File: src/rtl/conv_linebuf_ctrl_if.sv
// Pixel handshake and line-buffer FIFO control bundle
// for the conv accelerator line-buffer sequencer.
interface conv_linebuf_ctrl_if #(
  parameter int N = 2
) ();
  logic         pix_valid;
  logic         pix_ready;
  logic [N-1:0] fifo_full;
  logic [N-1:0] fifo_empty;
  logic [N-1:0] fifo_wr_en;
  logic [N-1:0] fifo_rd_en;

  modport master (
    output pix_valid,
    output fifo_full,
    output fifo_empty,
    input  pix_ready,
    input  fifo_wr_en,
    input  fifo_rd_en
  );

  modport slave (
    input  pix_valid,
    input  fifo_full,
    input  fifo_empty,
    output pix_ready,
    output fifo_wr_en,
    output fifo_rd_en
  );
endinterface

File: src/rtl/conv_linebuf_ctrl.sv
// Line-buffer sequencer: drives the KSIZE-1 row delay FIFOs,
// tracks frame position, flags full windows, drains at frame end.
module conv_linebuf_ctrl #(
  parameter int IMG_W = 60,
  parameter int IMG_H = 60,
  parameter int KSIZE = 3,
  parameter int COL_W = 6,
  parameter int ROW_W = 6
) (
  input  logic             clk,
  input  logic             rst_n,
  input  logic             start,
  conv_linebuf_ctrl_if.slave io,
  output logic             win_valid,
  output logic [COL_W-1:0] col_cnt,
  output logic [ROW_W-1:0] row_cnt,
  output logic             busy,
  output logic             done,
  output logic             seq_err
);
  localparam int NF = KSIZE - 1;
  localparam int SK_W = $clog2(KSIZE);
  localparam logic [COL_W-1:0] COL_LAST = COL_W'(IMG_W - 1);
  localparam logic [ROW_W-1:0] ROW_LAST = ROW_W'(IMG_H - 1);
  localparam logic [SK_W-1:0] SK_LAST = SK_W'(KSIZE - 2);

  typedef enum logic [2:0] {
    IDLE, STREAM, SKEW, DRAIN, DONE
  } state_t;

  state_t state, state_nx;

  logic [SK_W-1:0]  skew_cnt;
  logic [COL_W-1:0] cur_col;
  logic [ROW_W-1:0] cur_row;
  logic             accept;
  logic             col_wrap;
  logic             last_px;
  logic [NF-1:0]    acc_q;
  logic [ROW_W-1:0] row_q [NF];
  logic [COL_W-1:0] col_q [NF];
  logic [KSIZE-1:0] acc_d;
  logic [ROW_W-1:0] row_d [KSIZE];
  logic [NF-1:0]    wr_en;
  logic [NF-1:0]    rd_en;
  logic             err_now;

  assign io.pix_ready = (state == STREAM);
  assign accept = io.pix_valid & io.pix_ready;
  assign col_wrap = (cur_col == COL_LAST);
  assign last_px = accept & col_wrap &
                   (cur_row == ROW_LAST);
  assign busy = (state != IDLE);
  assign done = (state == DONE);
  assign acc_d = {acc_q, accept};
  assign io.fifo_wr_en = wr_en;
  assign io.fifo_rd_en = rd_en;

  always_ff @(posedge clk or negedge rst_n) begin
    if (!rst_n) state <= IDLE;
    else        state <= state_nx;
  end

  always_comb begin
    state_nx = state;
    unique case (state)
      IDLE:    if (start) state_nx = STREAM;
      STREAM:  if (last_px) state_nx = SKEW;
      SKEW:    if (skew_cnt == SK_LAST) state_nx = DRAIN;
      DRAIN:   if (&io.fifo_empty) state_nx = DONE;
      DONE:    state_nx = IDLE;
      default: state_nx = IDLE;
    endcase
  end

  always_ff @(posedge clk or negedge rst_n) begin
    if (!rst_n) skew_cnt <= '0;
    else if (state == SKEW) skew_cnt <= skew_cnt + 1'b1;
    else skew_cnt <= '0;
  end

  // cur_* is the position of the next pixel; *_cnt the last one taken
  always_ff @(posedge clk or negedge rst_n) begin
    if (!rst_n) begin
      cur_col <= '0;
      cur_row <= '0;
      col_cnt <= '0;
      row_cnt <= '0;
    end else if (state == IDLE && start) begin
      cur_col <= '0;
      cur_row <= '0;
      col_cnt <= '0;
      row_cnt <= '0;
    end else if (accept) begin
      col_cnt <= cur_col;
      row_cnt <= cur_row;
      cur_col <= col_wrap ? '0 : cur_col + 1'b1;
      if (col_wrap)
        cur_row <= (cur_row == ROW_LAST) ? '0 : cur_row + 1'b1;
    end
  end

  always_ff @(posedge clk or negedge rst_n) begin
    if (!rst_n) begin
      acc_q <= '0;
      for (int j = 0; j < NF; j++) begin
        row_q[j] <= '0;
        col_q[j] <= '0;
      end
    end else begin
      acc_q[0] <= accept;
      row_q[0] <= cur_row;
      col_q[0] <= cur_col;
      for (int j = 1; j < NF; j++) begin
        acc_q[j] <= acc_q[j-1];
        row_q[j] <= row_q[j-1];
        col_q[j] <= col_q[j-1];
      end
    end
  end

  always_comb begin
    row_d[0] = cur_row;
    for (int k = 1; k < KSIZE; k++) row_d[k] = row_q[k-1];
  end

  // FIFO i lags the input by i cycles, matching the registered
  // read data feeding FIFO i+1
  always_comb begin
    wr_en = '0;
    rd_en = '0;
    win_valid = 1'b0;
    if (state == DRAIN) begin
      rd_en = ~io.fifo_empty;
    end else begin
      for (int i = 0; i < NF; i++) begin
        wr_en[i] = acc_d[i] & (row_d[i] >= ROW_W'(i));
        rd_en[i] = acc_d[i] & (row_d[i] >= ROW_W'(i + 1));
      end
      win_valid = acc_d[NF] &
                  (row_d[NF] >= ROW_W'(NF)) &
                  (col_q[NF-1] >= COL_W'(NF));
    end
  end

  assign err_now = (state != DRAIN) &
                   ((|(wr_en & io.fifo_full)) |
                    (|(rd_en & io.fifo_empty)));

  always_ff @(posedge clk or negedge rst_n) begin
    if (!rst_n)       seq_err <= 1'b0;
    else if (err_now) seq_err <= 1'b1;
  end
endmodule

File: src/flat_wrapper.sv
// flat-port wrapper written by rule: the top's interface ports become plain ports
module conv_linebuf_ctrl_flat 
#(
  parameter int IMG_W = 60,
  parameter int IMG_H = 60,
  parameter int KSIZE = 3,
  parameter int COL_W = 6,
  parameter int ROW_W = 6
)
  (clk, rst_n, start, win_valid, col_cnt, row_cnt, busy, done, seq_err, io_pix_valid, io_fifo_full, io_fifo_empty, io_pix_ready, io_fifo_wr_en, io_fifo_rd_en);
  conv_linebuf_ctrl_if #(.N(((3) - 1))) io_i ();
  input  logic clk;
  input  logic rst_n;
  input  logic start;
  output logic win_valid;
  output logic [COL_W-1:0] col_cnt;
  output logic [ROW_W-1:0] row_cnt;
  output logic busy;
  output logic done;
  output logic seq_err;
  input wire logic [$bits(io_i.pix_valid)-1:0] io_pix_valid;
  input wire logic [$bits(io_i.fifo_full)-1:0] io_fifo_full;
  input wire logic [$bits(io_i.fifo_empty)-1:0] io_fifo_empty;
  output wire logic [$bits(io_i.pix_ready)-1:0] io_pix_ready;
  output wire logic [$bits(io_i.fifo_wr_en)-1:0] io_fifo_wr_en;
  output wire logic [$bits(io_i.fifo_rd_en)-1:0] io_fifo_rd_en;
  assign io_i.pix_valid = io_pix_valid;
  assign io_i.fifo_full = io_fifo_full;
  assign io_i.fifo_empty = io_fifo_empty;
  assign io_pix_ready = io_i.pix_ready;
  assign io_fifo_wr_en = io_i.fifo_wr_en;
  assign io_fifo_rd_en = io_i.fifo_rd_en;
  conv_linebuf_ctrl #(.IMG_W(IMG_W), .IMG_H(IMG_H), .KSIZE(KSIZE), .COL_W(COL_W), .ROW_W(ROW_W)) u_core (.clk(clk), .rst_n(rst_n), .start(start), .io(io_i), .win_valid(win_valid), .col_cnt(col_cnt), .row_cnt(row_cnt), .busy(busy), .done(done), .seq_err(seq_err));
endmodule
File: config.mk
export PLATFORM = sky130hd
export DESIGN_NAME = conv_linebuf_ctrl_flat
export DESIGN_NICKNAME = d
export VERILOG_FILES = /design/src/rtl/conv_linebuf_ctrl_if.sv /design/src/rtl/conv_linebuf_ctrl.sv /design/src/flat_wrapper.sv
export SDC_FILE = /design/constraint.sdc
export NUM_CORES = 1
export LEC_CHECK = 0
export BUFFER_PORTS_ARGS = -buffer_cell sky130_fd_sc_hd__buf_2
export CAP_MARGIN = 0
export CORE_MARGIN = 5
export CORE_UTILIZATION = 25
export CTS_BUF_LIST = sky130_fd_sc_hd__clkbuf_8
export CTS_CLUSTER_DIAMETER = 30
export CTS_CLUSTER_SIZE = 40
export DETAILED_ROUTE_END_ITERATION = 7
export GPL_ROUTABILITY_DRIVEN = 1
export PLACE_DENSITY_LB_ADDON = 0.12
export SLEW_MARGIN = 20
export SYNTH_ARGS = -nofsm -noshare
export SYNTH_HDL_FRONTEND = slang
export SYNTH_SLANG_ARGS = --single-unit
export TNS_END_PERCENT = 50
File: constraint.sdc
create_clock -name clk -period 5.05 [get_ports clk]
set_clock_uncertainty 0.05 [all_clocks]
set_input_delay 0.505 -clock clk [delete_from_list [all_inputs] [get_ports clk]]
set_output_delay 0.505 -clock clk [all_outputs]
set_load 0.005 [all_outputs]
[After elaboration in Yosys (flattened, before gate mapping)]
Cells that the tools add are included.
Cells by class
  add/sub/neg operators: 3
  $mul: 0
  divide/modulo/power cells: 0
  magnitude comparators: 6
  equal/unequal tests: 12
  shift operators: 0
  multiplexer cells: 20
  bitwise gates (word level): 14
  reductions and logical operators: 10
Operator list (number)
  6-bit two-way mux: 11
  6-bit by 1-bit greater-or-equal comparator with 1-bit output (second input constant): 3
  6-bit by 2-bit greater-or-equal comparator with 1-bit output (second input constant): 3
  6-bit by 1-bit adder with 6-bit output (second input constant): 2
  6-bit equality test (second input constant): 2
  3-bit two-way mux: 4
  3-bit one-hot mux with 4 select lines: 1
  1-bit bitwise AND: 10
  3-bit by 2-bit equality test with 1-bit output (second input constant): 2
  2-bit two-way mux: 3
  2-bit bitwise AND: 2
  2-bit by 1-bit inequality test with 1-bit output (second input constant): 2
  2-bit inequality test (second input constant): 2
  2-bit AND reduction: 2
  4-bit AND reduction: 1
  2-bit nonzero test: 2
  2-bit OR reduction: 2
  3-bit by 1-bit equality test with 1-bit output (second input constant): 1
  3-bit equality test (second input constant): 1
  3-bit logical NOT: 1
  3-bit by 2-bit inequality test with 1-bit output (second input constant): 1
  3-bit nonzero test: 1
  2-bit by 1-bit adder with 2-bit output (second input constant): 1
  2-bit by 1-bit equality test with 1-bit output (second input constant): 1
  4 further kinds: 4
Storage, ports and cells
  bits in registers: 56
  bits in latches: 0
  memory bits (writable): 0
  bits in read-only memories: 0
  input bits: 8
  word-level logic and storage cells: 77
  memories: 0

[Longest topological paths before layout]
Gate-level depths: netlist of run 1.
  word-level depth: 8
  gate-level depth with buffers: 7
  gate-level depth less buffers: 6

[Worst setup path after synthesis of run 1]
Ideal clock, no wire load.
  path type: register to output
  start: register u_core.cur_row[0]
  end: output port io_fifo_rd_en[0]
  data arrival time: 1468 ps
  required time: 4495 ps
  setup slack: 3027 ps
  stages on the path, launching flop included: 5
  path buffers: 0
  cell sequence: dfrtp_1 -> ha_1 -> or4b_1 -> o31a_1 -> o21bai_1
On the way
  longest elaborated chain between the ends: 3
RTL lines
  from (decl): RTL line conv_linebuf_ctrl.sv:35  | logic [ROW_W-1:0] cur_row;
  from (signal assigned): RTL line conv_linebuf_ctrl.sv:99  | cur_row <= (cur_row == ROW_LAST) ? '0 : cur_row + 1'b1;
  6-bit by 1-bit greater-or-equal comparator with 1-bit output: RTL line conv_linebuf_ctrl.sv:138  | rd_en[i] = acc_d[i] & (row_d[i] >= ROW_W'(i + 1));
  1-bit bitwise AND: RTL line conv_linebuf_ctrl.sv:138
  2-bit two-way mux: RTL line conv_linebuf_ctrl.sv:133  | if (state == DRAIN) begin
  to (decl): RTL line flat_wrapper.sv:26  | output wire logic [$bits(io_i.fifo_rd_en)-1:0] io_fifo_rd_en;
No other way between the ends.

[Worst setup path after layout of run 1]
  start: register u_core.cur_row[1]
  end: output port io_fifo_rd_en[0]
Same word-level chain as after synthesis.

==> results of run 1 <==
==> worst max path at each step <==
stage	end	slack [ns]	start	cells past startpoint
2_1_floorplan	io_fifo_rd_en[0]	3.03	u_core.cur_row[0]	4
3_3_place_gp	io_fifo_rd_en[0]	2.82	u_core.cur_row[0]	5
3_5_place_dp	io_fifo_rd_en[0]	2.79	u_core.cur_row[1]	6
4_1_cts	io_fifo_rd_en[0]	2.42	u_core.cur_row[1]	6
5_1_grt	io_fifo_rd_en[0]	2.32	u_core.cur_row[1]	6
6_report	io_fifo_rd_en[0]	2.45	u_core.cur_row[1]	6
==> report_power, final <==
part | switching, mW | internal [mW] | total, mW
clock network | 0.144 | 0.0987 | 0.243
logic | 0.0630 | 0.0589 | 0.122
registers | 0.0495 | 0.490 | 0.539
==> cell type report <==
type,instances,area (sq um)
flip-flops and latches,53,1330
clock inverters,3,21.3
repair buffers,30,155
clock buffers,5,68.8
multi-input cells,109,732
inverters,4,15.0
well taps,105,131
fillers,862,5770
==> cells by family after synthesis <==
group,share of synthesized area
and+or+nand+nor,0.157
DFF,0.627
xor gates and xnor gates,0.0207
muxes,0.0148
adders and majority gates,0.0296
buffers and inverters,0.0266
AOI/OAI and AO/OA,0.124
==> per-layer routing <==
metal | global-route usage | part of all wire | up-vias
met4 | 0.0272 | 0.013 | 0
li1 | - | - | 687
met2 | 0.147 | 0.46 | 19
met3 | 0.0232 | 0.035 | 7
met5 | 0 | 0 | -
met1 | 0.141 | 0.49 | 661
==> flip-flops by register name, summed over array words and instances (netlist names) <==
name,flops
u_core.state,3
u_core.acc_q,2
u_core.row_d,11
u_core.col_q,10
u_core.cur_row,6
u_core.row_cnt,6
u_core.cur_col,6
u_core.seq_err,1
u_core.skew_cnt,2
u_core.col_cnt,6
==> cells in the final DEF, fill, tap and decap left out, drive strengths merged, types with 2 or more instances in the layout <==
master   n
a21oi    4
a22o    11
a32o     2
and2     3
and3     2
buf     30
clkbuf   5
dfrtp   53
ha       5
inv      5
mux2i    2
nand2   11
nand3    9
nand3b   2
nand4    2
nor2    16
nor3     4
nor3b    2
o21ai    4
o22ai    2
o31a     2
or3      3
or4      2
xor2     4
==> cell usage after synthesis (2+ instances only) <==
cell      number  area [sq um]
a22o_1        10          87.6
nand3b_1       2          15.0
or4_1          2          15.0
clkbuf_1       6          22.5
o21ai_0        4          20.0
inv_1          4          15.0
or3_1          2          12.5
nor3b_1        2          15.0
o22ai_1        2          12.5
ha_1           5          62.6
a32o_1         2          20.0
nor3_1         4          20.0
mux2i_1        2          20.0
nor2_1        16          60.1
nand3_1        9          45.0
dfrtp_1       53          1330
and3_1         2          12.5
xor2_1         4          35.0
a21oi_1        4          20.0
nand4_1        2          12.5
and2_1         3          18.8
nand2_1       11          41.3
==> results.md, run 1 <==
- EDFF count, synth: 0
- Period utilisation layout: 0.516
- Area growth, synth to finish: 15.9%
- Full die area: 10400 sq um
- Cell area after synthesis: 2110 sq um
- RSZ-0062 raised after global routing: false
- Worst-path clk slew: 0.10 ns
- Min-delay worst type: primary input to asynchronous set/reset pin
- GR Util All Layers: 0.0980
- Dominant synthesized flop cell: dfrtp_1
- Max_cap viols: 0
- FF+latch count, synth: 53
- Syn Nets: 187
- WP buf/inv: 2
- Critical Path RT: 4.49 ns
- DP HPWL: 3.31 mm
- Cts bufs inserted: 5
- Die span in x: 102 um
- Post-synthesis cell type count: 45
- Clk_lat worst skew: 0.31 ns
- Syn Area/Cell: 12.2 sq um
- Global-route wire length before repair: 7.80 mm
- Post-synth ARST share: 1.00
- Post-Place Cells: 301
- Max stage delay on crit path: 0.47 ns
- I/O Buffers: 28
- Critical path arrival: 2.05 ns
- CP Max Fanout: 5
- Cells after Synth: 174
- Delay-heaviest family, CP: simple AND/OR/NAND/NOR gates
- Drt total wl: 4.69 mm
- Top Ports: 29
- Setup crit end kind: primary output
- Outcome: finished clean
- Vias/cell: 4.45
- DRC violations left: 0
- Final Power: 0.904 mW
- Yosys warning count: 0
- Postcts setup bufs: 0
- Fmax: 0.384 GHz
- R2R Setup Slk: 2.91 ns
- Pins Over Slew Limit: 0
- Antenna violations before repair: 0
- Largest net degree at the start of global routing: 54
- Total core area: 8220 sq um
- Gp weighted congestion: 0.757
- H-tree depth: 2
- Post-layout util: 0.298
- Clock Root Buffer: clkbuf_8
- Post-synthesis sequential area ratio: 0.627
- Crit path time final: 2.60 ns
- Cell at the slowest stage of the critical path: or4b_1
- Fin nets: 216
- Clock buffer depth: 2
- Final setup viols: 0
- End of the worst register-to-register path: u_core.seq_err
- R2R Path Start: u_core.cur_row[1]
- Post-DR wirelength/cell: 15.2 um
- Finished Cell Area: 2450 sq um
- LEAKAGE: 1.17 nW
- Cell Area, Placed: 2360 sq um
- Initial DRC count: 132
- Worst path cell trace: inv_1, ha_1, or4b_1, o31a_1, o21bai_1, buf_2
- Max IR drop VDD: 0.182 mV
- Final hold violation count: 0
- Final non-filler cell total: 309
- Post-Place Worst Slack: 2.79 ns
- Slew @ Worst Pin: 0.667 ns
- Fin worst setup slack: 2.45 ns
- Die Ht: 102 um
- Routed via count: 1374
- GR Overflow Total: 0
- Vias in the first global route: 1451
- CP Class: flop to primary output
- Row cnt: 33
- Post-CTS Hold Buffers: 0
- Initial core utilization: 0.257
- Share of layout cells above drive strength 1: 0.211
- Worst relative slew slack: 0.555
- Antenna cell count: 0
- CTS tree: yes
- Worst hold slack: 0.262 ns
- Worst r2r path cells: 6
- CP Launch Type: flop
- Power per cell area: 369 nW/um^2
- Post_cts resized: 0
- Detail Route Antenna Nets: 0
- Fin Setup TNS: 0 ns
- TritonCTS sink count: 53
- Drt first pass iters: 4
No activity file was read; power rests on OpenSTA's default activity.
==> inputs of run 2 (changes only) <==
- clock period: 5.05 -> 2.2 ns (I/O delays scaled with it)
==> results.md, run 2 (same netlist as run 1, synthesis figures left out) <==
- Outcome: finished clean
- R2R Path Start: u_core.cur_row[0]
- DP HPWL: 3.51 mm (+6.2%)
- Fmax: 0.458 GHz
- Die span in x: 102 um (unchanged)
- Worst relative slew slack: 0.669 (+0.113)
- Post-layout util: 0.308 (+0.00975)
- GR Overflow Total: 0 (unchanged)
- Max IR drop VDD: 0.260 mV (+43%)
- Power per cell area: 812 nW/um^2 (+120%)
- Worst-path clk slew: 0.09 ns (about the same)
- Postcts setup bufs: 0 (unchanged)
- Share of layout cells above drive strength 1: 0.256 (+0.0450)
- Die Ht: 102 um (unchanged)
- Cts bufs inserted: 5 (unchanged)
- Row cnt: 33 (unchanged)
- Max FFs per register: 11 (unchanged)
- Vias in the first global route: 1552 (+7.0%)
- Slew @ Worst Pin: 0.496 ns (-0.171 ns)
- Clk_lat worst skew: 0.30 ns (about the same)
- Startpoint of the worst hold path: io_fifo_full[1]
- CTS tree: yes
- LEAKAGE: 1.23 nW (+5.1%)
- Post-DR wirelength/cell: 15.0 um (-1.3%)
- Setup crit end kind: primary output
- Global-route wire length before repair: 8.01 mm (+2.7%)
- TritonCTS sink count: 53 (unchanged)
- Detail Route Antenna Nets: 0 (unchanged)
- Final hold violation count: 0 (unchanged)
- Period utilisation layout: 0.993
- RSZ-0062 raised after global routing: true
- DRC violations left: 0 (unchanged)
- Max_cap viols: 0 (unchanged)
- CP Class: flop to primary output
- Critical Path RT: 1.93 ns (-2.56 ns)
- Largest net degree at the start of global routing: 25 (-54%)
- Final setup viols: 0 (unchanged)
- Worst Setup SP: u_core.cur_row[0]
- Most common cell after layout, fill and taps aside: dfrtp_1
- I/O Buffers: 28 (unchanged)
- Drt first pass iters: 4 (unchanged)
- Initial DRC count: 31 (-77%)
- H-tree depth: 2 (unchanged)
- GR Util All Layers: 0.0995 (+0.00150)
- Routed via count: 1449 (+5.5%)
- Worst hold slack: 0.0811 ns (-0.181 ns)
- Final Power: 2.06 mW (+130%)
- Top Ports: 29 (unchanged)
- Fin worst setup slack: 0.0156 ns (-2.43 ns)
- CP Max Fanout: 4 (-1)
- Pins Over Slew Limit: 0 (unchanged)
- Clock Root Buffer: clkbuf_8
- Full die area: 10400 sq um (unchanged)
- Antenna cell count: 0 (unchanged)
- CP Launch Type: flop
- Post-Place Worst Slack: 0.197 ns (-2.59 ns)
- Critical path arrival: 1.91 ns (-0.14 ns)
- Area growth, synth to finish: 19.6%
- Antenna violations before repair: 0 (unchanged)
- Drt total wl: 4.79 mm (+2.2%)
- Vias/cell: 4.53 (+1.8%)
- Gp weighted congestion: 0.779 (+3.0%)
- Total core area: 8220 sq um (unchanged)
- Min-delay worst type: primary input to flop
- Clock buffer depth: 2 (unchanged)
- Most frequent cells in the layout: dfrtp_1, buf_2, nor2_1, buf_4, nand2_1
- Initial core utilization: 0.257 (unchanged)
- Fin nets: 227 (+5.1%)
- Crit path time final: 2.18 ns
run 2: repair_timing:
item                                    CTS  global route
pin swaps                                 0             0
hold buffers                              1             0
hold endpoints to repair                 19             0
resized for setup                         1             2
endpoints found under the setup margin    1             1
gates cloned                              0             0
run 2: critical path, cell delays in order (launching register included):
cell      delay, ns
dfrtp_1        0.43
ha_2           0.19
or4b_1         0.46
o31a_1         0.26
o21bai_1       0.15
buf_2          0.12
run 2: layout make-up:
class / count / area, sq um
fillers: 836 / 5690
flip-flops and latches: 53 / 1330
multi-input cells: 109 / 734
repair buffers: 41 / 240
well taps: 105 / 131
clock buffers: 5 / 68.8
inverters: 4 / 15.0
clock inverters: 3 / 13.8
run 2: stage by stage:
step                cell area [sq um]  std cells  setup TNS, ns
floorplan                        2110        174              0
global placement                 2430        311              0
detailed placement               2430        311              0
CTS                              2530        320              0
global route                     2530        320        -0.0858
finish                           2530        320              0
run 2: routing by layer:
metal,routed length [um],global-route usage,share of wire,up-vias
met5,0,0,0,-
met4,106,0.0373,0.022,0
met3,162,0.0246,0.034,7
met2,2240,0.156,0.47,20
met1,2280,0.133,0.48,718
li1,-,-,-,704
run 2: worst paths after layout:
check	to	slack [ns]	depth (start not counted)
max in group asynchronous	u_core.row_cnt[3]	1.06	3
worst min-delay path	u_core.seq_err	0.08	2
worst max-delay path	io_fifo_rd_en[0]	0.02	5
worst min register to register	u_core.col_q[5]	0.31	0
min in group asynchronous	u_core.col_q[8]	0.36	2
worst max register to register	u_core.seq_err	0.19	5
run 2: power breakdown:
part	total (mW)	internal, mW	switching, mW
sequential	1.23	1.12	0.109
clock	0.526	0.217	0.309
combinational	0.296	0.142	0.154
==> inputs of run 3 (changes only) <==
- CORE_MARGIN: 5 -> unset
- SETUP_SLACK_MARGIN: unset -> 0.1
==> results.md, run 3 (same netlist as run 1, synthesis figures left out) <==
- Initial DRC count: 41 (+32%)
- Register area: 1330 sq um (unchanged)
- Most frequent cells in the layout: dfrtp_1, buf_2, nor2_1, buf_4, nand2_1
- Area growth, synth to finish: 22.0%
- Clock Root Buffer: clkbuf_8
- Vias/cell: 4.54 (+0.21%)
- R2R Path Start: u_core.cur_row[0]
- Crit path time final: 2.20 ns (+0.0169 ns)
- GR Util All Layers: 0.121 (+0.0217)
- Antenna cell count: 0 (unchanged)
- Finished Cell Area: 2580 sq um (+1.9%)
- Delay-heaviest family, CP: simple AND/OR/NAND/NOR gates
- Violated checks: setup timing
- Post-layout util: 0.314 (+0.00594)
- CP Launch Type: flop
- Power per cell area: 851 nW/um^2 (+4.8%)
- Final non-filler cell total: 320 (unchanged)
- DRC violations left: 0 (unchanged)
- Multi-input gate area: 738 sq um (+0.51%)
- Max IR drop VDD: 0.260 mV (about the same)
- Total core area: 8220 sq um (unchanged)
- Post-DR wirelength/cell: 14.9 um (-0.58%)
- DP HPWL: 3.41 mm (-2.8%)
- Fin worst setup slack: -0.00128 ns (-0.0169 ns)
- Antenna violations before repair: 0 (unchanged)
- H-tree depth: 2 (unchanged)
- Post-Place Cells: 312 (+0.32%)
- WP buf/inv: 1 (unchanged)
- Die Ht: 94.0 um (-7.8%)
- Max_cap viols: 0 (unchanged)
- Vias in the first global route: 1483 (-4.4%)
- Postcts setup bufs: 0 (unchanged)
- Largest net degree at the start of global routing: 32 (+28%)
- Worst-path clk slew: 0.10 ns (about the same)
- Routed via count: 1452 (+0.21%)
- Share of layout cells above drive strength 1: 0.265 (+0.00930)
- Cts bufs inserted: 5 (unchanged)
- Worst path cell trace: ha_2, or4b_4, o31a_1, o21bai_1, buf_2
- Max stage delay on crit path: 0.48 ns (+0.02 ns)
- Setup crit end kind: primary output
- Initial core utilization: 0.257 (unchanged)
- Worst Setup SP: u_core.cur_row[0]
- Cell Area, Placed: 2450 sq um (+0.82%)
- CTS tree: yes
- Drt total wl: 4.76 mm (-0.58%)
- Final setup viols: 1 (+1)
- Clk_lat worst skew: 0.31 ns (about the same)
- Outcome: complete, but fails checks
- Fin nets: 228 (+0.44%)
- Max FFs per register: 11 (unchanged)
- CP Class: flop to primary output
- Fmax: 0.454 GHz (-0.77%)
- Filler Cells Inserted: 843 (+0.84%)
- TritonCTS sink count: 53 (unchanged)
- Startpoint of the worst hold path: io_fifo_full[1]
- Min-delay worst type: primary input to flop
- Detail Route Antenna Nets: 0 (unchanged)
- Worst relative slew slack: 0.616 (-0.0524)
- Full die area: 8830 sq um (-15%)
- Period utilisation layout: 1.00 (+0.00768)
- Final hold violation count: 0 (unchanged)
- Pins Over Slew Limit: 0 (unchanged)
- Drt first pass iters: 4 (unchanged)
- CP Max Fanout: 3 (-1)
- Die span in x: 94.0 um (-7.8%)
- Fin Setup TNS: -0.00128 ns (-0.00128 ns)
- Cell at the slowest stage of the critical path: or4b_4
- Clock buffer depth: 2 (unchanged)
- I/O Buffers: 28 (unchanged)
- Final Power: 2.20 mW (+6.8%)
- Most common cell after layout, fill and taps aside: dfrtp_1
- Worst hold slack: 0.0693 ns (-0.0118 ns)
- Critical Path RT: 1.93 ns (about the same)
- RSZ-0062 raised after global routing: true
- Slew @ Worst Pin: 0.576 ns (+0.0798 ns)
- Top Ports: 29 (unchanged)
- GR Overflow Total: 0 (unchanged)
- Global-route wire length before repair: 7.92 mm (-1.1%)
- LEAKAGE: 1.24 nW (+1.1%)
- Critical path arrival: 1.93 ns (+0.02 ns)
- Gp weighted congestion: 0.738 (-5.3%)
- Post-Place Worst Slack: 0.174 ns (-0.0229 ns)
- Row cnt: 33 (unchanged)
-- run 3: cell count changes in the layout (fill, tap and decap cells not counted) --
cell and change:
buf_12 +1, bufinv_16 +1, clkinv_2 -2, inv_1 -1, inv_6 +1, or4b_1 -1, or4b_4 +1
-- run 3: path summary, 6_finish.rpt --
path                                     endpoint  slack (ns)  cells past startpoint
worst max-delay path             io_fifo_rd_en[0]      -0.001                      5
worst min register to register    u_core.col_q[2]        0.31                      0
min in group asynchronous         u_core.row_d[7]        0.38                      2
worst max register to register     u_core.seq_err        0.18                      5
worst min-delay path               u_core.seq_err        0.07                      2
max in group asynchronous       u_core.cur_row[1]        1.15                      3
-- run 3: metal layers --
metal	vias to the layer above	global-route usage	share of wire
li1	714	-	-
met1	710	0.170	0.49
met2	24	0.183	0.47
met3	4	0.0291	0.029
met4	0	0.0385	0.010
met5	-	0	0
-- run 3: final cells by class --
class | instances | area share
clock inverters | 2 | 0.0150
clock buffers | 5 | 0.0267
flip-flops and latches | 53 | 0.514
multi-input cells | 109 | 0.286
well taps | 105 | 0.0509
inverters | 4 | 0.00582
repair buffers | 42 | 0.101
-- run 3: what timing repair did --
action                     CTS  global route
setup endpoints to repair    1             2
gates resized for setup      2             2
hold endpoints to repair    22             0
hold buffers                 1             0
-- run 3: power by group --
group | switching (mW) | leakage (nW) | total, mW | internal, mW
Clock | 0.323 | 0.0546 | 0.661 | 0.337
Sequential | 0.104 | 0.706 | 1.23 | 1.12
Combinational | 0.157 | 0.480 | 0.307 | 0.150
Total | 0.583 | 1.24 | 2.20 | 1.61
-- run 3: worst reg2reg max path, stage by stage, from the launching register on --
cell     delay (ns)
dfrtp_1        0.42
ha_2           0.19
or4b_4         0.48
o31a_1         0.27
a221o_1        0.29
a211o_1        0.22
